<file path="src/rtl/mem_sweep_pkg.sv">
// Shared types and mode-bit positions for the memory sweep controller.
package mem_sweep_pkg;

   // Controller states: sweep issue states, last-compare drain, completion pulse.
   typedef enum logic [2:0] {
      IDLE,
      FILL,
      CHECK,
      DRAIN,
      FIN
   } state_t;

   // Sweep request encodings sampled together with start.
   typedef enum logic [1:0] {
      FILL_CONST  = 2'b00,
      FILL_ADDR   = 2'b01,
      CHECK_CONST = 2'b10,
      CHECK_ADDR  = 2'b11
   } mode_t;

   // mode[1] selects a CHECK sweep, mode[0] selects the address-derived pattern.
   localparam int MODE_CHECK_BIT = 1;
   localparam int MODE_ADDR_BIT  = 0;

endpackage

</file>
<file path="src/rtl/mem_sweep_ctrl_if.sv">
// Simple-dual-port RAM bus between the sweep controller (master) and the RAM (slave).
interface mem_sweep_ctrl_if #(
   parameter int ADDR_W  = 16,
   parameter int WID_MEM = 1
);

   logic [ADDR_W-1:0]  mem_raddr;
   logic [ADDR_W-1:0]  mem_waddr;
   logic [WID_MEM-1:0] mem_din;
   logic               mem_we;
   logic [WID_MEM-1:0] mem_dout;

   modport master (
      output mem_raddr,
      output mem_waddr,
      output mem_din,
      output mem_we,
      input  mem_dout
   );

   modport slave (
      input  mem_raddr,
      input  mem_waddr,
      input  mem_din,
      input  mem_we,
      output mem_dout
   );

endinterface

</file>
<file path="src/rtl/mem_sweep_cmp.sv">
// Read-back checker: one-stage issue pipeline, data comparator and the
// saturating mismatch counter with first-failing-address capture.
module mem_sweep_cmp
   import mem_sweep_pkg::*;
#(
   parameter int ADDR_W  = 16,
   parameter int WID_MEM = 1
) (
   input  logic               clk,
   input  logic               reset,
   input  logic               clear,
   input  logic               issue,
   input  logic [ADDR_W-1:0]  issue_addr,
   input  logic [WID_MEM-1:0] issue_exp,
   input  logic               kill,
   input  logic [WID_MEM-1:0] rdata,
   output logic [ADDR_W:0]    err_count,
   output logic [ADDR_W-1:0]  first_err_addr
);

   logic               valid_q;
   logic [ADDR_W-1:0]  addr_q;
   logic [WID_MEM-1:0] exp_q;
   logic               mismatch;

   // A killed sweep discards whatever read is still in flight.
   assign mismatch = valid_q && !kill && (rdata != exp_q);

   // Track the read issued last cycle so its data can be judged this cycle.
   always_ff @(posedge clk or negedge reset) begin
      if (!reset) begin
         valid_q <= 1'b0;
         addr_q  <= '0;
         exp_q   <= '0;
      end else begin
         valid_q <= issue;
         if (issue) begin
            addr_q <= issue_addr;
            exp_q  <= issue_exp;
         end
      end
   end

   // Error accounting: cleared by a new CHECK, first address latched once, count saturates.
   always_ff @(posedge clk or negedge reset) begin
      if (!reset) begin
         err_count      <= '0;
         first_err_addr <= '0;
      end else if (clear) begin
         err_count      <= '0;
         first_err_addr <= '0;
      end else if (mismatch) begin
         if (err_count == '0) begin
            first_err_addr <= addr_q;
         end
         if (err_count != '1) begin
            err_count <= err_count + 1'b1;
         end
      end
   end

endmodule

</file>
<file path="src/rtl/mem_sweep_ctrl.sv">
// Memory sweep controller: full-array FILL and CHECK sweeps over one
// simple-dual-port RAM, with user pass-through while idle.
module mem_sweep_ctrl
   import mem_sweep_pkg::*;
#(
   parameter int WID_MEM   = 1,
   parameter int DEPTH_MEM = 65536,
   parameter int ADDR_W    = 16
) (
   input  logic               clk,
   input  logic               reset,
   input  logic               start,
   input  logic [1:0]         mode,
   input  logic [WID_MEM-1:0] pattern,
   input  logic               abort,
   output logic               busy,
   output logic               done,
   output logic               aborted,
   output logic [ADDR_W:0]    err_count,
   output logic [ADDR_W-1:0]  first_err_addr,
   output logic               err_flag,
   input  logic [ADDR_W-1:0]  usr_raddr,
   input  logic [ADDR_W-1:0]  usr_waddr,
   input  logic [WID_MEM-1:0] usr_din,
   input  logic               usr_we,
   output logic [WID_MEM-1:0] usr_dout,
   output logic               usr_grant,
   mem_sweep_ctrl_if.master   mem
);

   // Terminal address is DEPTH_MEM-1, which need not be all-ones.
   localparam logic [ADDR_W-1:0] LAST_ADDR = ADDR_W'(DEPTH_MEM - 1);
   // Address bits that fit into a data word for the address-derived pattern.
   localparam int EXT_W = (WID_MEM < ADDR_W) ? WID_MEM : ADDR_W;

   state_t             state_q, state_d;
   logic [ADDR_W-1:0]  cnt_q;
   logic               use_addr_q;
   logic [WID_MEM-1:0] pattern_q;
   logic               aborted_q;

   logic               accept;
   logic               sweeping;
   logic               at_last;
   logic               kill;
   logic               issue;
   logic [WID_MEM-1:0] cnt_data;

   assign accept   = (state_q == IDLE) && start;
   assign sweeping = (state_q == FILL) || (state_q == CHECK) || (state_q == DRAIN);
   assign kill     = sweeping && abort;
   assign at_last  = (cnt_q == LAST_ADDR);
   assign issue    = (state_q == CHECK) && !abort;

   // Pattern word for the current counter address (write data or expected data).
   always_comb begin
      cnt_data = '0;
      if (use_addr_q) begin
         cnt_data[EXT_W-1:0] = cnt_q[EXT_W-1:0];
      end
      cnt_data = cnt_data ^ pattern_q;
   end

   // Next-state logic; start is honoured only in IDLE, abort only while sweeping.
   always_comb begin
      // NOTE: every combinational output gets a default first so no path can infer a latch.
      state_d = state_q;
      case (state_q)
         IDLE: begin
            if (start) begin
               case (mode_t'(mode))
                  FILL_CONST, FILL_ADDR: state_d = FILL;
                  default:               state_d = CHECK;
               endcase
            end
         end
         FILL: begin
            if (abort)        state_d = IDLE;
            else if (at_last) state_d = FIN;
         end
         CHECK: begin
            if (abort)        state_d = IDLE;
            else if (at_last) state_d = DRAIN;
         end
         DRAIN:   state_d = abort ? IDLE : FIN;
         FIN:     state_d = IDLE;
         default: state_d = IDLE;
      endcase
   end

   // RAM port mux: user pass-through in IDLE, controller-owned otherwise.
   always_comb begin
      mem.mem_raddr = cnt_q;
      mem.mem_waddr = cnt_q;
      mem.mem_din   = cnt_data;
      mem.mem_we    = 1'b0;
      case (state_q)
         IDLE: begin
            mem.mem_raddr = usr_raddr;
            mem.mem_waddr = usr_waddr;
            mem.mem_din   = usr_din;
            mem.mem_we    = usr_we;
         end
         FILL:    mem.mem_we = 1'b1;
         default: mem.mem_we = 1'b0;
      endcase
   end

   // State register.
   always_ff @(posedge clk or negedge reset) begin
      // NOTE: sequential state uses non-blocking assignments so all registers update from pre-edge values.
      if (!reset) state_q <= IDLE;
      else        state_q <= state_d;
   end

   // Sweep context: request capture, address counter and sticky abort flag.
   always_ff @(posedge clk or negedge reset) begin
      if (!reset) begin
         cnt_q      <= '0;
         use_addr_q <= 1'b0;
         pattern_q  <= '0;
         aborted_q  <= 1'b0;
      end else if (accept) begin
         cnt_q      <= '0;
         use_addr_q <= mode[MODE_ADDR_BIT];
         pattern_q  <= pattern;
         aborted_q  <= 1'b0;
      end else begin
         if (kill) begin
            aborted_q <= 1'b1;
         end
         if (((state_q == FILL) || (state_q == CHECK)) && !at_last) begin
            cnt_q <= cnt_q + 1'b1;
         end
      end
   end

   mem_sweep_cmp #(
      .ADDR_W  (ADDR_W),
      .WID_MEM (WID_MEM)
   ) u_cmp (
      .clk            (clk),
      .reset          (reset),
      .clear          (accept && mode[MODE_CHECK_BIT]),
      .issue          (issue),
      .issue_addr     (cnt_q),
      .issue_exp      (cnt_data),
      .kill           (kill),
      .rdata          (mem.mem_dout),
      .err_count      (err_count),
      .first_err_addr (first_err_addr)
   );

   assign busy      = sweeping;
   assign done      = (state_q == FIN);
   assign aborted   = aborted_q;
   assign err_flag  = (err_count != '0);
   assign usr_dout  = mem.mem_dout;
   assign usr_grant = ~sweeping;

endmodule

</file>
<file path="src/flat_wrapper.sv">
// flat-port wrapper written by rule: the top's interface ports become plain ports
module mem_sweep_ctrl_flat import mem_sweep_pkg::*;
#(
   parameter int WID_MEM   = 1,
   parameter int DEPTH_MEM = 65536,
   parameter int ADDR_W    = 16
)
  (clk, reset, start, mode, pattern, abort, busy, done, aborted, err_count, first_err_addr, err_flag, usr_raddr, usr_waddr, usr_din, usr_we, usr_dout, usr_grant, mem_mem_raddr, mem_mem_waddr, mem_mem_din, mem_mem_we, mem_mem_dout);
  mem_sweep_ctrl_if #(.ADDR_W(ADDR_W), .WID_MEM(WID_MEM)) mem_i ();
  input  logic clk;
  input  logic reset;
  input  logic start;
  input  logic [1:0] mode;
  input  logic [WID_MEM-1:0] pattern;
  input  logic abort;
  output logic busy;
  output logic done;
  output logic aborted;
  output logic [ADDR_W:0] err_count;
  output logic [ADDR_W-1:0] first_err_addr;
  output logic err_flag;
  input  logic [ADDR_W-1:0] usr_raddr;
  input  logic [ADDR_W-1:0] usr_waddr;
  input  logic [WID_MEM-1:0] usr_din;
  input  logic usr_we;
  output logic [WID_MEM-1:0] usr_dout;
  output logic usr_grant;
  output wire logic [$bits(mem_i.mem_raddr)-1:0] mem_mem_raddr;
  output wire logic [$bits(mem_i.mem_waddr)-1:0] mem_mem_waddr;
  output wire logic [$bits(mem_i.mem_din)-1:0] mem_mem_din;
  output wire logic [$bits(mem_i.mem_we)-1:0] mem_mem_we;
  input wire logic [$bits(mem_i.mem_dout)-1:0] mem_mem_dout;
  assign mem_mem_raddr = mem_i.mem_raddr;
  assign mem_mem_waddr = mem_i.mem_waddr;
  assign mem_mem_din = mem_i.mem_din;
  assign mem_mem_we = mem_i.mem_we;
  assign mem_i.mem_dout = mem_mem_dout;
  mem_sweep_ctrl #(.WID_MEM(WID_MEM), .DEPTH_MEM(DEPTH_MEM), .ADDR_W(ADDR_W)) u_core (.clk(clk), .reset(reset), .start(start), .mode(mode), .pattern(pattern), .abort(abort), .busy(busy), .done(done), .aborted(aborted), .err_count(err_count), .first_err_addr(first_err_addr), .err_flag(err_flag), .usr_raddr(usr_raddr), .usr_waddr(usr_waddr), .usr_din(usr_din), .usr_we(usr_we), .usr_dout(usr_dout), .usr_grant(usr_grant), .mem(mem_i));
endmodule
</file>
<file path="config.mk">
export PLATFORM = sky130hd
export DESIGN_NAME = mem_sweep_ctrl_flat
export DESIGN_NICKNAME = d
export VERILOG_FILES = /design/src/rtl/mem_sweep_pkg.sv /design/src/rtl/mem_sweep_ctrl_if.sv /design/src/rtl/mem_sweep_cmp.sv /design/src/rtl/mem_sweep_ctrl.sv /design/src/flat_wrapper.sv
export SDC_FILE = /design/constraint.sdc
export NUM_CORES = 1
export LEC_CHECK = 0
export CELL_PAD_IN_SITES_DETAIL_PLACEMENT = 1
export CELL_PAD_IN_SITES_GLOBAL_PLACEMENT = 1
export CORE_ASPECT_RATIO = 2
export CORE_MARGIN = 2
export CORE_UTILIZATION = 35
export DETAILED_ROUTE_END_ITERATION = 16
export GPL_ROUTABILITY_DRIVEN = 0
export GPL_TIMING_DRIVEN = 0
export MAX_ROUTING_LAYER = met4
export PLACE_DENSITY = 0.77
export SLEW_MARGIN = 20
export SYNTH_ARGS = -nofsm -noshare
export SYNTH_HDL_FRONTEND = slang
export SYNTH_SLANG_ARGS = --single-unit
</file>
<file path="constraint.sdc">
create_clock -name clk -period 3.25 [get_ports clk]
set_clock_uncertainty 0.15 [all_clocks]
set_input_delay 0.325 -clock clk [delete_from_list [all_inputs] [get_ports clk]]
set_output_delay 0.325 -clock clk [all_outputs]
set_load 0.01 [all_outputs]
</file>
==> metrics, run 1 <==
dpl cells 710; Initial DRC Count 187; Post-Syn Instances 453; Final Net Count 623; Clk Latency, worst-skew pair 0.34 ns; drt pass-1 iters 4; Slew Viols, Final 0; fin cells 722; #FFs+latches synth 73; Cell Area, Placed 5299 um^2; crit path max fanout 10; fmax 330.4 MHz; Worst EP required 2.77 ns; syn avg cell area 8.731 um^2; Mapped Area 3955 um^2; cell family with most CP delay buffers and inverters; clk slew on worst S/H paths 0.06 ns; area grow syn2layout 40.37%; Port Buffers 114; Slew @ Worst Pin 0.9945 ns; setup violators final 0; internal power 1.990 mW; initial antenna violation count 0; core footprint 11150 um^2; Synth Net Count 499; post-route ant nets 0; Reg power frac 35.6%; worst hold path class in -> async; drt wl/cell 17.21 um; H-tree depth 3; wirelength, routed 12.43 mm; CP max stage delay 0.54 ns; sequential fraction of the synthesis area 46.19%; vias in the first global route 4056; part of the power in combinational logic 35.8%; WP data arrival 2.55 ns; Psw 1.025 mW; largest net degree at the start of global routing 56; final worst path period share 93.13%; Total GRT Usage 21.70%; post-layout min period 3.027 ns; R2R Path Start u_core.u_cmp.err_count[5]; CP Capture Type output pin; Core Util, Final 49.80%; Clk pwr share 28.6%; IO Pins 115; CTS Buf Count 9; most common cell after layout, fill and taps aside clkdlybuf4s50_1; reg2reg setup slack 0.29 ns; full die area 12220 um^2; GRT overflow 0; outcome completed; TritonCTS clock tree yes; Crit-path slowest cell clkdlybuf4s50_1; R2R depth 11; most frequent cells in the layout clkdlybuf4s50_1 (113), nand2_1 (109), dfrtp_1 (73), a21oi_1 (40), o21ai_0 (26); r2r endpoint u_core.u_cmp.err_count[15]; MaxCap Viol Count 0; Leak 2.354 nW; Synthesis Warnings 0; Root Buffer clkbuf_16; Unique masters post-synth 45; Filler Cell Count 1317; die width 79.17 um; share of post-route cells with drive strength above 1 8.793%; Fin. Hold Viols 0; worst-path cell chain clkbuf_2 -> or3_1 -> clkbuf_1 -> clkbuf_2 -> nand2_1 -> nand2_1 -> clkdlybuf4s50_1; final instance area 5552 um^2; clk sinks 73; PwrDens 543.1 nW/um^2; number of antenna diodes 0; post-route total power 3.015 mW; Sw Share 34.00%; Initial Util 35.48%; HPWL Detailed 9.393 mm; worst path bufs/invs 4; Max Root-Sink Buffers 2; Die H 154.3 um; via count 3866; peak supply drop 0.3827 mV; Worst slew margin 33.53%; CP Class reg -> out; Worst Setup Start Kind flop; vias per cell 5.355; first-pass GRT wire length 20.29 mm; Remaining DRCs 0; row count 55; Fin Setup TNS 0 ns; RSZ-0062 raised after global routing false
==> logic make-up after synthesis <==
| kind of cell | count (synthesis) | synth area share, % |
|---|---|---|
| AOI/OAI and AO/OA | 98 | 14.74 |
| xor gates and xnor gates | 5 | 1.107 |
| adders and majority gates | 4 | 1.265 |
| buffers and inverters | 40 | 4.334 |
| DFF | 73 | 46.19 |
| muxes | 22 | 6.106 |
| and+or+nand+nor | 211 | 26.26 |
==> synthesized netlist by cell type <==
library cell  instances  share of area [%]
a2111o_1              1               0.28
a211oi_1              4               0.76
a21oi_1              40                5.1
a2bb2oi_1             1               0.22
a31oi_1               2               0.32
a41oi_1               1               0.22
and2_1                2               0.32
and3_1                1               0.16
and4_1                5                1.1
buf_1                 1              0.095
buf_2                 8                1.0
buf_4                 1               0.19
buf_6                 1               0.28
clkbuf_1             19                1.8
dfrtp_1              73                 46
ha_1                  4                1.3
inv_1                10               0.95
mux2_2               17                4.8
mux2i_1               5                1.3
nand2_1             109                 10
nand2b_1              2               0.32
nand3_1              25                3.2
nand3b_1              1               0.19
nand4_1               6               0.95
nor2_1               10               0.95
nor2b_1               1               0.16
nor3_1                7               0.89
nor3_2                1               0.25
nor3b_1               1               0.19
nor4_1                7                1.1
nor4b_1               3               0.66
nor4b_2               1               0.38
o2111ai_1             1               0.22
o211a_1               1               0.25
o211ai_1              4               0.76
o21a_1                1               0.19
o21ai_0              26                3.3
o21ba_2               2               0.51
o31ai_1              14                2.7
or2_2                 3               0.47
or3_1                11                1.7
or4_1                14                2.7
or4b_2                1               0.25
xnor2_1               3               0.66
xor2_1                2               0.44
==> layer usage <==
layer	vias up	global-route usage, %	wire length [um]
li1	1864	-	-
met1	1907	26.22	5332
met2	75	36.72	6515
met3	20	3.442	350
met4	0	6.979	227
met5	-	-	0
==> what timing repair did <==
action	in CTS	in global routing
endpoints found under the hold margin	18	0
resized for setup	2	4
setup endpoints to repair	31	31
setup buffers	0	0
hold buffers	1	0
==> cell type report <==
type / count / area (um^2) / share of cell area [%]
tap: 142 / 177.7 / 3.200
buffer: 27 / 126.4 / 2.276
inverter: 10 / 37.54 / 0.6761
clock buffer: 13 / 240.2 / 4.327
clock inverter: 1 / 5.005 / 0.09015
timing repair buffer: 116 / 1176 / 21.19
multi-input combinational: 340 / 1962 / 35.34
sequential: 73 / 1827 / 32.91
==> how the worst max path moves through the flow <==
stage	from	slack [ns]	cells past startpoint	end
finish	u_core.state_q[2]	0.22	7	mem_mem_waddr[6]
global route	u_core.state_q[2]	0.004	6	mem_mem_raddr[3]
CTS	u_core.state_q[2]	0.02	7	mem_mem_raddr[14]
detailed placement	u_core.state_q[2]	0.18	6	mem_mem_raddr[12]
global placement	reset	-0.97	1	u_core.u_cmp.err_count[14]
floorplan	u_core.u_cmp.err_count[5]	0.56	11	u_core.u_cmp.err_count[15]
==> flip-flops by register name, summed over array words and instances, names as in the netlist <==
name	cells
u_core.use_addr_q	1
u_core.u_cmp.addr_q	16
u_core.u_cmp.valid_q	1
u_core.state_q	3
u_core.aborted	1
u_core.u_cmp.err_count	17
u_core.u_cmp.exp_q	1
u_core.u_cmp.first_err_addr	16
u_core.pattern_q	1
u_core.cnt_q	16
==> per-stage QoR <==
step	setup slack [ns]	hold WS [ns]
floorplan	0.5583	-0.1206
global placement	-0.9747	0.3129
detailed placement	0.1794	0.08030
CTS	0.02113	0.2653
global route	0.003942	0.2874
finish	0.2234	0.2652
==> power by group through the flow <==
| stage | Clock [mW] | Combinational, mW | Sequential, mW |
|---|---|---|---|
| after CTS | 0.882 | 1.10 | 1.07 |
| after global routing | 0.912 | 1.19 | 1.09 |
| after detailed placement | 0 | 1.09 | 1.08 |
| after floorplan | 0 | 0.547 | 1.06 |
| final | 0.862 | 1.08 | 1.07 |
| after global placement | 0 | 1.07 | 1.08 |
Note: power is estimated with default switching activity, not from simulation.
==> run 2: changes to the inputs <==
--- a/config.mk
+++ b/config.mk
@@ -14,7 +14,7 @@
 export GPL_ROUTABILITY_DRIVEN = 0
 export GPL_TIMING_DRIVEN = 0
 export MAX_ROUTING_LAYER = met4
-export PLACE_DENSITY = 0.77
+export PLACE_DENSITY = 0.91
 export SLEW_MARGIN = 20
 export SYNTH_ARGS = -nofsm -noshare
 export SYNTH_HDL_FRONTEND = slang
==> metrics, run 2 (synthesis results as in run 1) <==
CP Capture Type flop; clk slew on worst S/H paths 0.06 ns (about the same); area grow syn2layout 42.87%; part of the power in combinational logic 33.6% (-2.2 points); worst path bufs/invs 3 (-1); HPWL Detailed 9.581 mm (+2.0%); Slew @ Worst Pin 1.041 ns (+0.04634 ns); crit path launch u_core.u_cmp.err_count[5]; Reg power frac 32.8% (-2.8 points); Root Buffer clkbuf_16; IO Pins 115 (unchanged); cell family with most CP delay simple AND/OR/NAND/NOR gates; initial antenna violation count 0 (unchanged); share of post-route cells with drive strength above 1 10.10% (+1.3 points); Critical Path Stages 11 (+4); internal power 2.201 mW (+11%); Slew Viols, Final 0 (unchanged); Die H 154.3 um (unchanged); worst hold path class in -> async; Psw 1.068 mW (+4.2%); drt wl/cell 18.52 um (+7.6%); drt pass-1 iters 4 (unchanged); fmax 324.4 MHz (-1.8%); number of antenna diodes 0 (unchanged); final worst path period share 94.86% (+1.7 points); Fin. Hold Viols 0 (unchanged); Worst slew margin 29.97% (-3.6 points); WP data arrival 3.20 ns (+0.65 ns); Leak 2.405 nW (+2.2%); Initial Util 35.48% (unchanged); most frequent cells in the layout clkdlybuf4s50_1 (113), nand2_1 (109), dfrtp_1 (73), a21oi_1 (40), o21ai_0 (26); Final Net Count 625 (+0.32%); setup violators final 0 (unchanged); Worst EP required 3.37 ns (+0.60 ns); peak supply drop 0.3670 mV (-4.1%); Initial DRC Count 169 (-9.6%); worst-path cell chain clkbuf_1 -> and4_1 -> clkbuf_1 -> nand4_1 -> nor2_1 -> ha_1 -> nand2b_1 -> a2111o_1 -> buf_6 -> or4_1 -> a21oi_1; post-layout min period 3.083 ns (+0.05635 ns); Sw Share 32.67% (-1.3 points); full die area 12220 um^2 (unchanged); die width 79.17 um (unchanged); Clk Latency, worst-skew pair 0.35 ns (about the same); CTS Buf Count 9 (unchanged); Port Buffers 114 (unchanged); Clk pwr share 33.7% (+5.1 points); via count 4112 (+6.4%); final instance area 5650 um^2 (+1.8%); wirelength, routed 13.44 mm (+8.2%); row count 55 (unchanged); R2R depth 11 (unchanged); post-route ant nets 0 (unchanged); max reg flops 17 (unchanged); CP most frequent cell clkbuf_1; Remaining DRCs 0 (unchanged); CP Class reg -> reg; clk sinks 73 (unchanged); H-tree depth 3 (unchanged); largest net degree at the start of global routing 56 (unchanged); vias per cell 5.664 (+5.8%); Worst Setup Start Kind flop; MaxCap Viol Count 0 (unchanged); Max Root-Sink Buffers 2 (unchanged); PwrDens 578.5 nW/um^2 (+6.5%); Cell Area, Placed 5299 um^2 (unchanged); Largest Register u_core.u_cmp.err_count; GRT overflow 0 (unchanged); first-pass GRT wire length 22.27 mm (+9.8%); core footprint 11150 um^2 (unchanged); post-route total power 3.269 mW (+8.4%); vias in the first global route 4418 (+8.9%); crit path max fanout 10 (unchanged); TritonCTS clock tree yes; most common cell after layout, fill and taps aside clkdlybuf4s50_1; Crit-path slowest cell a2111o_1; CP max stage delay 0.43 ns (-0.11 ns); Total GRT Usage 23.76% (+2.1 points); R2R Path Start u_core.u_cmp.err_count[5]; outcome completed
==> run 2: power groups by stage <==
stage / Combinational (mW) / Sequential, mW / Clock (mW)
after floorplan: 0.547 / 1.06 / 0
after global placement: 1.05 / 1.07 / 0
after detailed placement: 1.10 / 1.08 / 0
after CTS: 1.11 / 1.06 / 1.11
after global routing: 1.20 / 1.09 / 1.15
final: 1.10 / 1.07 / 1.10
==> run 2: timing repair <==
action | in CTS | in global routing
resized for setup | 3 | 4
endpoints found under the hold margin | 18 | 0
hold buffers | 1 | 0
pin swaps | 0 | 1
setup buffers | 0 | 1
setup endpoints to repair | 31 | 33
==> run 2: final cells by class <==
| type | count | area, um^2 |
|---|---|---|
| Inverter | 10 | 37.54 |
| Clock buffer | 11 | 252.7 |
| Timing Repair Buffer | 117 | 1184 |
| Sequential cell | 73 | 1827 |
| Tap cell | 142 | 177.7 |
| Clock inverter | 5 | 77.57 |
| Buffer | 28 | 130.1 |
| Multi-Input combinational cell | 340 | 1964 |
| Fill cell | 1324 | 5498 |
==> run 2: path summary, 6_finish.rpt <==
path	to	slack, ns
max	u_core.u_cmp.err_count[15]	0.17
min	u_core.state_q[2]	0.26
max reg2reg	u_core.u_cmp.err_count[15]	0.17
min reg2reg	u_core.use_addr_q	0.34
max in group asynchronous	u_core.u_cmp.err_count[0]	2.12
min in group clk	u_core.use_addr_q	0.34
==> run 2: metrics by stage <==
step / hold slack [ns] / instances / utilization [%] / setup TNS, ns / worst slack, ns
after detailed placement: 0.07738 / 710 / 47.53 / 0 / 0.2163
after global placement: 0.3100 / 709 / 47.31 / -63.87 / -0.8792
after CTS: 0.2687 / 726 / 50.62 / 0 / 0.03302
after floorplan: -0.1206 / 453 / - / 0 / 0.5583
final: 0.2631 / 726 / 50.68 / 0 / 0.1671
after global routing: 0.2841 / 726 / 50.68 / -0.01016 / -0.01016
==> run 2: worst reg2reg max path: stages, from the launching register on <==
cell and delay (ns):
dfrtp_1 0.37, clkbuf_1 0.19, and4_1 0.19, clkbuf_1 0.17, nand4_1 0.22, nor2_1 0.09
ha_1 0.27, nand2b_1 0.19, a2111o_1 0.43, buf_6 0.18, or4_1 0.41, a21oi_1 0.17
==> run 2: routing by layer <==
layer / track usage [%] / up-vias / share of wire [%]
met5: - / - / 0
met4: 7.389 / 0 / 2.0
met3: 3.909 / 23 / 4.1
met2: 41.53 / 114 / 55
met1: 27.49 / 2096 / 39
li1: - / 1879 / -
==> run 3: changes to the inputs <==
--- a/config.mk
+++ b/config.mk
@@ -8,11 +8,11 @@
 export CELL_PAD_IN_SITES_DETAIL_PLACEMENT = 1
 export CELL_PAD_IN_SITES_GLOBAL_PLACEMENT = 1
 export CORE_ASPECT_RATIO = 2
-export CORE_MARGIN = 2
 export CORE_UTILIZATION = 35
 export DETAILED_ROUTE_END_ITERATION = 16
 export GPL_ROUTABILITY_DRIVEN = 0
 export GPL_TIMING_DRIVEN = 0
+export HOLD_SLACK_MARGIN = 0.02
 export MAX_ROUTING_LAYER = met4
 export PLACE_DENSITY = 0.91
 export SLEW_MARGIN = 20
==> metrics, run 3 (synthesis results as in run 1) <==
peak supply drop 0.2873 mV (-22%); drt pass-1 iters 4 (unchanged); Initial DRC Count 171 (+1.2%); IO Pins 115 (unchanged); CP Class reg -> out; GRT overflow 0 (unchanged); final worst path period share 95.48% (+0.62 points); post-CTS setup buffer count 0 (unchanged); Slew Viols, Final 0 (unchanged); initial antenna violation count 0 (unchanged); max reg flops 17 (unchanged); Worst EP required 2.77 ns (-0.60 ns); setup violators final 0 (unchanged); Largest Register u_core.u_cmp.err_count; Slew @ Worst Pin 0.9005 ns (-0.1403 ns); Worst slew margin 39.81% (+9.8 points); Total GRT Usage 25.10% (+1.3 points); largest net degree at the start of global routing 61 (+8.9%); worst hold path class in -> async; wirelength, routed 13.65 mm (+1.5%); Clk Latency, worst-skew pair 0.34 ns (about the same); Final Net Count 622 (-0.48%); first-pass GRT wire length 22.48 mm (+0.93%); RSZ-0062 raised after global routing false; most common cell after layout, fill and taps aside clkdlybuf4s50_1; Core Util, Final 51.47% (+0.79 points); outcome completed; via count 4051 (-1.5%); Die H 152.3 um (-1.3%); core footprint 10950 um^2 (-1.8%); HPWL Detailed 10.02 mm (+4.6%); drt wl/cell 18.93 um (+2.2%); post-route ant nets 0 (unchanged); clk slew on worst S/H paths 0.06 ns (about the same); vias in the first global route 4452 (+0.77%); crit path max fanout 15 (+5); final setup margin 0.1470 ns (-0.02003 ns); reg2reg setup slack 0.23 ns (+0.06 ns); clk sinks 73 (unchanged); CTS Buf Count 9 (unchanged); Port Buffers 114 (unchanged); crit path launch u_core.state_q[2]; TritonCTS clock tree yes; Worst Setup EP mem_mem_waddr[13]; Leak 2.395 nW (-0.40%); Remaining DRCs 0 (unchanged); die width 77.17 um (-2.5%); dpl ws 0.07046 ns (-0.1458 ns); fmax 322.3 MHz (-0.65%); number of antenna diodes 0 (unchanged); Root Buffer clkbuf_16; post-layout min period 3.103 ns (+0.02004 ns); r2r endpoint u_core.u_cmp.err_count[15]; vias per cell 5.619 (-0.80%); full die area 11750 um^2 (-3.8%); Fin. Hold Viols 0 (unchanged); CP Capture Type output pin; share of post-route cells with drive strength above 1 9.811% (-0.29 points); MaxCap Viol Count 0 (unchanged); row count 54 (-1.8%); R2R Path Start u_core.u_cmp.err_count[5]; H-tree depth 3 (unchanged); most frequent cells in the layout clkdlybuf4s50_1 (113), nand2_1 (109), dfrtp_1 (73), a21oi_1 (40), o21ai_0 (26); PwrDens 578.3 nW/um^2 (about the same); WP data arrival 2.63 ns (-0.57 ns); R2R depth 11 (unchanged); Filler Cell Count 1310 (-1.1%); Worst Setup Start Kind flop; Initial Util 36.13% (+0.66 points); Max Root-Sink Buffers 2 (unchanged); area grow syn2layout 42.45%
==> run 3: critical path, stage by stage, from the launching register on <==
cell and delay, ns:
dfrtp_1 0.68, or3_1 0.18, clkbuf_1 0.32, clkbuf_2 0.33, nand2_1 0.13, nand2_1 0.09
clkdlybuf4s50_1 0.56
==> run 3: per-layer routing <==
layer | part of all wire [%] | up-vias | GRT usage, %
met5 | 0 | - | -
met4 | 3.9 | 0 | 14.29
met3 | 3.3 | 41 | 2.994
met2 | 57 | 142 | 46.02
met1 | 35 | 2005 | 24.83
li1 | - | 1863 | -
==> run 3: timing repair <==
item / CTS / global route
gates resized for setup: 3 / 3
hold endpoints to repair: 56 / 0
hold buffers: 1 / 0
pin swaps: 0 / 1
endpoints found under the setup margin: 32 / 3
==> run 3: worst min path at each step <==
| stage | start | endpoint | slack, ns | cells past startpoint |
|---|---|---|---|---|
| floorplan | reset | u_core.aborted | -0.12 | 0 |
| global placement | u_core.use_addr_q | u_core.use_addr_q | 0.31 | 2 |
| detailed placement | reset | u_core.u_cmp.err_count[12] | 0.04 | 1 |
| CTS | reset | u_core.u_cmp.err_count[12] | 0.23 | 2 |
| global route | reset | u_core.u_cmp.err_count[12] | 0.26 | 2 |
| finish | reset | u_core.u_cmp.err_count[12] | 0.23 | 2 |
==> run 3: layout make-up <==
type,instances,area [um^2],area share [%]
Buffer,26,121.4,2.154
Clock buffer,15,297.8,5.285
Clock inverter,1,30.03,0.5330
Inverter,10,37.54,0.6662
Multi-Input combinational cell,340,1969,34.95
Sequential cell,73,1827,32.42
Tap cell,140,175.2,3.109
Timing Repair Buffer,116,1176,20.88
==> run 3: power by group <==
group | internal (mW) | switching [mW]
registers | 0.989 | 0.0944
clock network | 0.700 | 0.384
logic | 0.497 | 0.594
==> run 3: through the flow <==
step	instances	setup TNS (ns)	power (mW)	instance area, um^2	hold WS, ns
final	721	0	3.258	5634	0.2328
after global routing	721	0	3.407	5634	0.2616
after CTS	722	0	3.279	5630	0.2332
after detailed placement	708	0	2.178	5296	0.04427
after global placement	707	-52.07	2.125	5271	0.3098
after floorplan	453	0	1.611	3955	-0.1206
